$ cat src/rtl/requant_pkg.sv
// requant_pkg
//   Constants shared by the requantizer descaler and its testbench:
//   granule length, index and sample widths, and the Q1.15 table of
//   2^(-k/4) used to apply the fractional quarter-octave part of the
//   exponent.
package requant_pkg;

   localparam int GRANULE_LEN = 576;
   localparam int IDX_W       = 10;
   localparam int SAMPLE_W    = 24;
   localparam int MANT_W      = 16;
   localparam int BASE_W      = 10;
   localparam int SHIFT_W     = 8;
   localparam int COEF_W      = 16;
   localparam int PROD_W      = 32;

   // Q1.15 of 2^(-k/4), k = 0..3. Entry [0] is exactly 1.0 (32768), so the
   // coefficient is unsigned and needs the full 16 bits.
   localparam logic [3:0][COEF_W-1:0] COEF_TABLE = {
      16'd19484, 16'd23170, 16'd27554, 16'd32768
   };

   function automatic logic [COEF_W-1:0] coef_lookup(input logic [1:0] k);
      return COEF_TABLE[k];
   endfunction

endpackage

$ cat src/rtl/sync_fifo_fwft.sv
// sync_fifo_fwft
//   Single-clock first-word-fall-through FIFO. The head entry is presented
//   on rd_data whenever empty is low; rd_en pops it.
//   A write into a full FIFO is still accepted when a pop happens in the
//   same cycle (the freed slot is the one being written).
// Ports:
//   clk, rst_n      clock, async active-low reset (clears pointers only)
//   wr_en, wr_data  write request and data
//   rd_en           pop request (ignored while empty)
//   rd_data         head entry (undefined while empty)
//   full, empty     status flags
module sync_fifo_fwft #(
   parameter int WIDTH = 8,
   parameter int DEPTH = 8
) (
   input  logic             clk,
   input  logic             rst_n,
   input  logic             wr_en,
   input  logic [WIDTH-1:0] wr_data,
   input  logic             rd_en,
   output logic [WIDTH-1:0] rd_data,
   output logic             full,
   output logic             empty
);

   localparam int AW = $clog2(DEPTH);

   // Pointers carry one extra wrap bit to tell full from empty.
   logic [AW:0]      wptr_q, wptr_d;
   logic [AW:0]      rptr_q, rptr_d;
   logic [WIDTH-1:0] mem_q [DEPTH];
   logic             do_rd;
   logic             do_wr;

   always_comb begin
      empty  = (wptr_q == rptr_q);
      full   = (wptr_q[AW] != rptr_q[AW]) && (wptr_q[AW-1:0] == rptr_q[AW-1:0]);
      do_rd  = rd_en && !empty;
      do_wr  = wr_en && (!full || do_rd);
      wptr_d = do_wr ? wptr_q + 1'b1 : wptr_q;
      rptr_d = do_rd ? rptr_q + 1'b1 : rptr_q;
   end

   always_ff @(posedge clk or negedge rst_n) begin
      if (!rst_n) begin
         wptr_q <= '0;
         rptr_q <= '0;
      end else begin
         wptr_q <= wptr_d;
         rptr_q <= rptr_d;
      end
   end

   // Storage is not reset; empty masks its contents.
   always_ff @(posedge clk) begin
      if (do_wr) begin
         mem_q[wptr_q[AW-1:0]] <= wr_data;
      end
   end

   assign rd_data = mem_q[rptr_q[AW-1:0]];

endmodule

$ cat src/rtl/requant_descaler.sv
// requant_descaler
//   Turns requantizer output (mantissa x_in, exponent x_base_in in
//   quarter-octaves) into a linear Q8.15 sample:
//     sample = sat24( floor( x_in * C[base%4] / 2^(base/4) ) )
//   Three register stages (operand/coef, product, shift+saturate) feed an
//   output FIFO. Each sample carries its position within the 576-sample
//   granule.
// Ports:
//   clk, rst_n               clock, async active-low reset
//   x_in, x_base_in, din_v   input sample; accepted every cycle din_v is high
//   granule_start            restarts the granule index at 0
//   sample_out, sample_idx,
//   last, dout_v, dout_ready output stream (valid/ready)
//   overflow                 sticky: a sample was lost at a full FIFO
module requant_descaler
   import requant_pkg::*;
#(
   parameter int FIFO_DEPTH = 8,
   parameter int SAMPLE_W   = requant_pkg::SAMPLE_W
) (
   input  logic                       clk,
   input  logic                       rst_n,
   input  logic signed [MANT_W-1:0]   x_in,
   input  logic        [BASE_W-1:0]   x_base_in,
   input  logic                       din_v,
   input  logic                       granule_start,
   input  logic                       dout_ready,
   output logic signed [SAMPLE_W-1:0] sample_out,
   output logic        [IDX_W-1:0]    sample_idx,
   output logic                       last,
   output logic                       dout_v,
   output logic                       overflow
);

   localparam logic [IDX_W-1:0] LAST_IDX  = IDX_W'(GRANULE_LEN - 1);
   localparam int               SAT_MAX_I = (1 << (SAMPLE_W - 1)) - 1;
   localparam int               SAT_MIN_I = -(1 << (SAMPLE_W - 1));
   localparam int               FIFO_W    = SAMPLE_W + IDX_W;

   // Release of rst_n is retimed through run_q; nothing is accepted until
   // run_q is high, i.e. from the second rising edge after release.
   logic run_q, run_d;

   logic               accept;
   logic               gs;
   logic [IDX_W-1:0]   idx_q, idx_d;
   logic [IDX_W-1:0]   idx_assign;

   logic                      s1_v_q, s1_v_d;
   logic signed [MANT_W-1:0]  s1_x_q, s1_x_d;
   logic [SHIFT_W-1:0]        s1_s_q, s1_s_d;
   logic [COEF_W-1:0]         s1_c_q, s1_c_d;
   logic [IDX_W-1:0]          s1_idx_q, s1_idx_d;

   logic                      s2_v_q, s2_v_d;
   logic signed [PROD_W-1:0]  s2_p_q, s2_p_d;
   logic [SHIFT_W-1:0]        s2_s_q, s2_s_d;
   logic [IDX_W-1:0]          s2_idx_q, s2_idx_d;

   logic                      s3_v_q, s3_v_d;
   logic [SAMPLE_W-1:0]       s3_val_q, s3_val_d;
   logic [IDX_W-1:0]          s3_idx_q, s3_idx_d;

   logic                      overflow_q, overflow_d;

   logic signed [PROD_W-1:0]  shifted;
   logic signed [PROD_W-1:0]  clamped;

   logic [FIFO_W-1:0]         fifo_rd_data;
   logic                      fifo_full;
   logic                      fifo_empty;
   logic                      pop;
   logic                      drop;

   // Input acceptance and granule index. A granule_start in the same cycle
   // as din_v gives that sample index 0.
   always_comb begin
      run_d      = 1'b1;
      accept     = din_v && run_q;
      gs         = granule_start && run_q;
      idx_assign = gs ? '0 : idx_q;
      idx_d      = idx_q;
      if (accept) begin
         idx_d = (idx_assign == LAST_IDX) ? '0 : idx_assign + IDX_W'(1);
      end else if (gs) begin
         idx_d = '0;
      end
   end

   // Stage 1: operands, integer shift and fractional coefficient.
   always_comb begin
      s1_v_d   = accept;
      s1_x_d   = x_in;
      s1_s_d   = x_base_in[BASE_W-1:2];
      s1_c_d   = coef_lookup(x_base_in[1:0]);
      s1_idx_d = idx_assign;
   end

   // Stage 2: signed product; the coefficient is zero-extended so 32768
   // stays positive. |x * C| <= 2^30 fits the 32-bit product.
   always_comb begin
      s2_v_d   = s1_v_q;
      s2_p_d   = $signed({{(PROD_W-MANT_W){s1_x_q[MANT_W-1]}}, s1_x_q})
               * $signed({{(PROD_W-COEF_W){1'b0}}, s1_c_q});
      s2_s_d   = s1_s_q;
      s2_idx_d = s1_idx_q;
   end

   // Stage 3: arithmetic shift (floor), forced to 0 for shifts of 32 or
   // more regardless of sign, then saturation to the sample range.
   always_comb begin
      shifted = s2_p_q >>> s2_s_q[4:0];
      if (s2_s_q[SHIFT_W-1:5] != '0) begin
         shifted = '0;
      end
      clamped = shifted;
      if (shifted > SAT_MAX_I) begin
         clamped = SAT_MAX_I;
      end else if (shifted < SAT_MIN_I) begin
         clamped = SAT_MIN_I;
      end
      s3_v_d   = s2_v_q;
      s3_val_d = clamped[SAMPLE_W-1:0];
      s3_idx_d = s2_idx_q;
   end

   // Output handshake: a sample transfers on every rising edge where
   // dout_v && dout_ready; while dout_v is high and dout_ready low the
   // outputs hold the same sample.
   always_comb begin
      pop        = !fifo_empty && dout_ready;
      drop       = s3_v_q && fifo_full && !pop;
      overflow_d = overflow_q;
      if (gs) begin
         overflow_d = 1'b0;
      end
      // A drop wins over a simultaneous clear.
      if (drop) begin
         overflow_d = 1'b1;
      end
   end

   always_ff @(posedge clk or negedge rst_n) begin
      if (!rst_n) begin
         run_q      <= 1'b0;
         idx_q      <= '0;
         s1_v_q     <= 1'b0;
         s1_x_q     <= '0;
         s1_s_q     <= '0;
         s1_c_q     <= '0;
         s1_idx_q   <= '0;
         s2_v_q     <= 1'b0;
         s2_p_q     <= '0;
         s2_s_q     <= '0;
         s2_idx_q   <= '0;
         s3_v_q     <= 1'b0;
         s3_val_q   <= '0;
         s3_idx_q   <= '0;
         overflow_q <= 1'b0;
      end else begin
         run_q      <= run_d;
         idx_q      <= idx_d;
         s1_v_q     <= s1_v_d;
         s1_x_q     <= s1_x_d;
         s1_s_q     <= s1_s_d;
         s1_c_q     <= s1_c_d;
         s1_idx_q   <= s1_idx_d;
         s2_v_q     <= s2_v_d;
         s2_p_q     <= s2_p_d;
         s2_s_q     <= s2_s_d;
         s2_idx_q   <= s2_idx_d;
         s3_v_q     <= s3_v_d;
         s3_val_q   <= s3_val_d;
         s3_idx_q   <= s3_idx_d;
         overflow_q <= overflow_d;
      end
   end

   sync_fifo_fwft #(
      .WIDTH (FIFO_W),
      .DEPTH (FIFO_DEPTH)
   ) u_fifo (
      .clk     (clk),
      .rst_n   (rst_n),
      .wr_en   (s3_v_q),
      .wr_data ({s3_idx_q, s3_val_q}),
      .rd_en   (dout_ready),
      .rd_data (fifo_rd_data),
      .full    (fifo_full),
      .empty   (fifo_empty)
   );

   // Outputs are forced to zero while empty so reset and idle never expose
   // uninitialised FIFO storage.
   assign dout_v     = !fifo_empty;
   assign sample_out = fifo_empty ? '0 : $signed(fifo_rd_data[SAMPLE_W-1:0]);
   assign sample_idx = fifo_empty ? '0 : fifo_rd_data[FIFO_W-1:SAMPLE_W];
   assign last       = dout_v && (sample_idx == LAST_IDX);
   assign overflow   = overflow_q;

endmodule

$ cat config.mk
export PLATFORM = sky130hd
export DESIGN_NAME = requant_descaler
export DESIGN_NICKNAME = d
export VERILOG_FILES = /design/src/rtl/requant_pkg.sv /design/src/rtl/sync_fifo_fwft.sv /design/src/rtl/requant_descaler.sv
export SDC_FILE = /design/constraint.sdc
export NUM_CORES = 1
export LEC_CHECK = 0
export ABC_AREA = 0
export CORE_ASPECT_RATIO = 0.5
export CORE_UTILIZATION = 23
export CTS_CLUSTER_DIAMETER = 30
export DETAILED_ROUTE_END_ITERATION = 6
export GPL_TIMING_DRIVEN = 0
export SYNTH_ARGS = -nofsm -noshare
export SYNTH_HDL_FRONTEND = slang
export SYNTH_HIERARCHICAL = 1
export SYNTH_SLANG_ARGS = --single-unit
$ cat constraint.sdc
create_clock -name clk -period 7.8 [get_ports clk]
set_input_delay 0.78 -clock clk [delete_from_list [all_inputs] [get_ports clk]]
set_output_delay 0.78 -clock clk [all_outputs]
set_load 0.005 [all_outputs]
==> results.toml <==
[cells_and_area]
layout.cells.non_filler = 3428
area_growth_pct = 21.6
nets = 2285
nFillCells = 10600
antennaDiodeCount = 0
fin_area_mm2 = 0.0298
drive_gt1_share_pct = 13.4

[clock_tree]
cts_resized = 0
cts.sinks = 418
clk_latency_ns = 0.60
holdBufCountCts = 0
cts.htree.levels = 3
cts_tree = "yes"
cts_buffers = 73
clk_path_buf_depth = 3
cts.clk_slew.worst_paths_ns = 0.05
cts_root_buffer = "clkbuf_16"
post_cts_buffers = 0

[hold_path]
hold_class = "in -> async"

[floorplanning]
start_util_pct = 23.3
rows = 84
die_h_um = 233
die_w_um = 464
core_area_mm2 = 0.105
dieArea_mm2 = 0.108
ios = 68

[critical_path]
critPathMaxFanout = 10
critPathRequiredTime_ns = 8.30
end_kind = "flop"
crit_top_cell = "fa_1"
crit_chain = "clkbuf_1, clkbuf_1, nand2_1, fa_1, fa_1, fa_1, inv_1, fa_1, fa_1, inv_1, fa_1, inv_1, ha_1, clkbuf_1, nand4_1, nor2_1, o2111ai_1, a31oi_1, a21oi_1, mux2i_1, nor3_1"
cp-start-kind = "flop"
slowest_stage = "fa_1"
max_stage_delay_ns = 0.58
arrival_ns = 7.56
critPathKind = "reg -> reg"

[logic_synthesis]
syn_inst = 1772
ys_seq_area_share_pct = 48.2
syn_area_mm2 = 0.0245
async_reset_ff_share_pct = 34.9
avgSynthCellArea_um2 = 13.8
ys_warn_count = 6
synth_edf_count = 272
synthesis.nets = 2105
ys.flop_type = "edfxtp_1"
ys_ff_latch = 418
yosysUniqueCellTypes = 73

[power_and_ir_drop]
ir_drop_uv = 247
cellPowerDensity_mw_per_mm2 = 374
leakagePower_nw = 12.6

[sta]
worstMarginPinSlew_ns = 1.12
rsz0062_at_grt = "false"
fin_crit_sh_pct = 90.5
slew_viol_final = 0
clock_skew_ns = 0.0304
period_minus_slack_ns = 7.06
max_freq_mhz = 142
tns_ns = 0
setup_viol = 0
max_slew_margin_pct = 25.1
final_hold_viol_count = 0

[routing]
drt_pass1_iterations = 7
wire_per_inst_um = 15.9
routed_wirelength_mm = 54.6
drtIter0Drc = 749
dr_total_vias = 14200
drc = 2
viasPerCell = 4.14
detail-route-antenna-nets = 0

[place]
place_area_mm2 = 0.0274
gp_congestion = 0.879
port_buffers = 67
placed_cells = 3296
dp_hpwl_mm = 41.1

[global_route]
grt_pass1_wl_mm = 86.6
antenna_found_initial = 3
grt_pass1_vias = 15300
track_usage_pct = 10.2
overflow = 0
grt_max_degree = 111

[outcome]
status = "complete, but fails checks"
violations = "design-rule violations"

[job]
max_cap_viol_count = 0
[area by class of cell]
cell class                 instances  area (µm²)  area share (%)
clock inverter                    39         487            1.63
clock buffer                      93        1930            6.48
inverter                         272        1020            3.42
buffer                            69         402            1.35
sequential                       418       11800            39.6
multi-input combinational       1013       11300            38.0
timing repair buffer             105        1050            3.52
tap                             1419        1780            5.95
[metal layers]
layer | GRT usage, % | vias up | part of all wire [%] | routed length, µm
li1 | - | 6607 | - | -
met1 | 12.5 | 7132 | 44 | 23800
met2 | 17.9 | 338 | 49 | 26800
met3 | 1.92 | 104 | 4.5 | 2450
met4 | 3.70 | 0 | 2.9 | 1600
met5 | 0 | - | 0 | 0
[cell usage after synthesis, types with 3 or more instances]
master,instances,area [µm²]
edfxtp_1,272,8170
inv_1,271,1020
fa_1,161,3220
dfrtp_1,146,3650
ha_1,141,1760
nand2_1,98,368
mux4_1,71,1870
nor2_1,56,210
a21oi_1,52,260
and2_1,51,319
mux2i_1,49,490
mux2_2,41,462
nor2b_1,41,257
o21ai_0,38,190
clkbuf_1,34,128
xnor2_1,32,280
mux4_2,16,360
a211oi_1,15,113
nand3_1,15,75.1
nor3_1,15,75.1
o21ai_1,15,75.1
xor2_1,15,131
buf_2,13,65.1
buf_6,12,135
a21o_1,7,52.6
a31oi_1,5,31.3
o21a_1,5,37.5
o21ai_2,5,43.8
a211o_1,4,35.0
buf_4,4,30.0
nand2b_1,4,25.0
nand4_1,4,25.0
o211ai_1,4,30.0
a31o_2,3,26.3
nor4_1,3,18.8
o21bai_1,3,22.5
or2_2,3,18.8
[cells in the final DEF, fill, tap and decap left out, drive strengths merged, types with 56 or more instances in the layout]
master,count
inv,277
clkdlybuf4s50,66
edfxtp,272
ha,141
nor2,56
mux4,88
clkbuf,130
buf,70
dfrtp,146
fa,161
o21ai,58
nand2,98
[stage by stage]
stage	setup WS (ns)	utilization [%]	hold slack [ns]	power [W]
floorplan	2.03	-	0.331	0.00650
CTS	0.753	28.3	0.0413	0.0113
global placement	-1.92	25.6	0.333	0.00804
finish	0.741	28.3	0.0600	0.0112
detailed placement	0.760	26.0	0.335	0.00812
global route	0.470	28.3	0.0543	0.0120
[logic make-up after synthesis]
logic type | Yosys count | synth area share (%)
XOR/XNOR | 47 | 1.68
flip-flops | 418 | 48.2
AND/OR/NAND/NOR | 306 | 6.21
AO/OA/AOI/OAI | 178 | 4.70
multiplexers | 179 | 13.1
adder cells (fa/ha/maj) | 302 | 20.3
buffers and inverters | 341 | 5.80
other | 1 | 0.0153
[sequential cells by signal, summed over array words and instances, names as in the netlist]
signal	cells
u_fifo/mem_q	272
s3_v_q	1
s1_idx_q	10
s2_v_q	1
idx_q	10
s2_s_q	8
u_fifo/rptr_q	4
s2_idx_q	10
s3_idx_q	10
s1_s_q	8
s3_val_q	24
run_q	1
s1_c_q	6
s1_x_q	16
u_fifo/wptr_q	4
overflow	1
s2_p_q	31
s1_v_q	1
[path summary, 6_finish.rpt]
kind / from / to / slack (ns) / depth (start not counted)
max: s1_c_q[9] / s2_p_q[31] / 0.74 / 21
min: rst_n / s1_idx_q[0] / 0.06 / 1
max reg2reg: s1_c_q[9] / s2_p_q[31] / 0.74 / 21
min reg2reg: s1_s_q[4] / s2_s_q[4] / 0.32 / 0
max in group asynchronous: rst_n / s2_s_q[2] / 6.82 / 2
min in group clk: s1_s_q[4] / s2_s_q[4] / 0.32 / 0
[critical path: cells and delay by family (launching register included)]
kind	cells	cell delay, ns
fa+ha+maj	7	3.41
buf+inv	6	1.36
compound gates	3	0.97
simple gates	4	0.74
flops	1	0.32
mux	1	0.16
[where the power goes]
part	switching [W]	total (W)	internal, W
combinational	0.00284	0.00526	0.00242
clock	0.00107	0.00307	0.00200
sequential	0.000142	0.00283	0.00269
(Power assumes the default switching activity.)
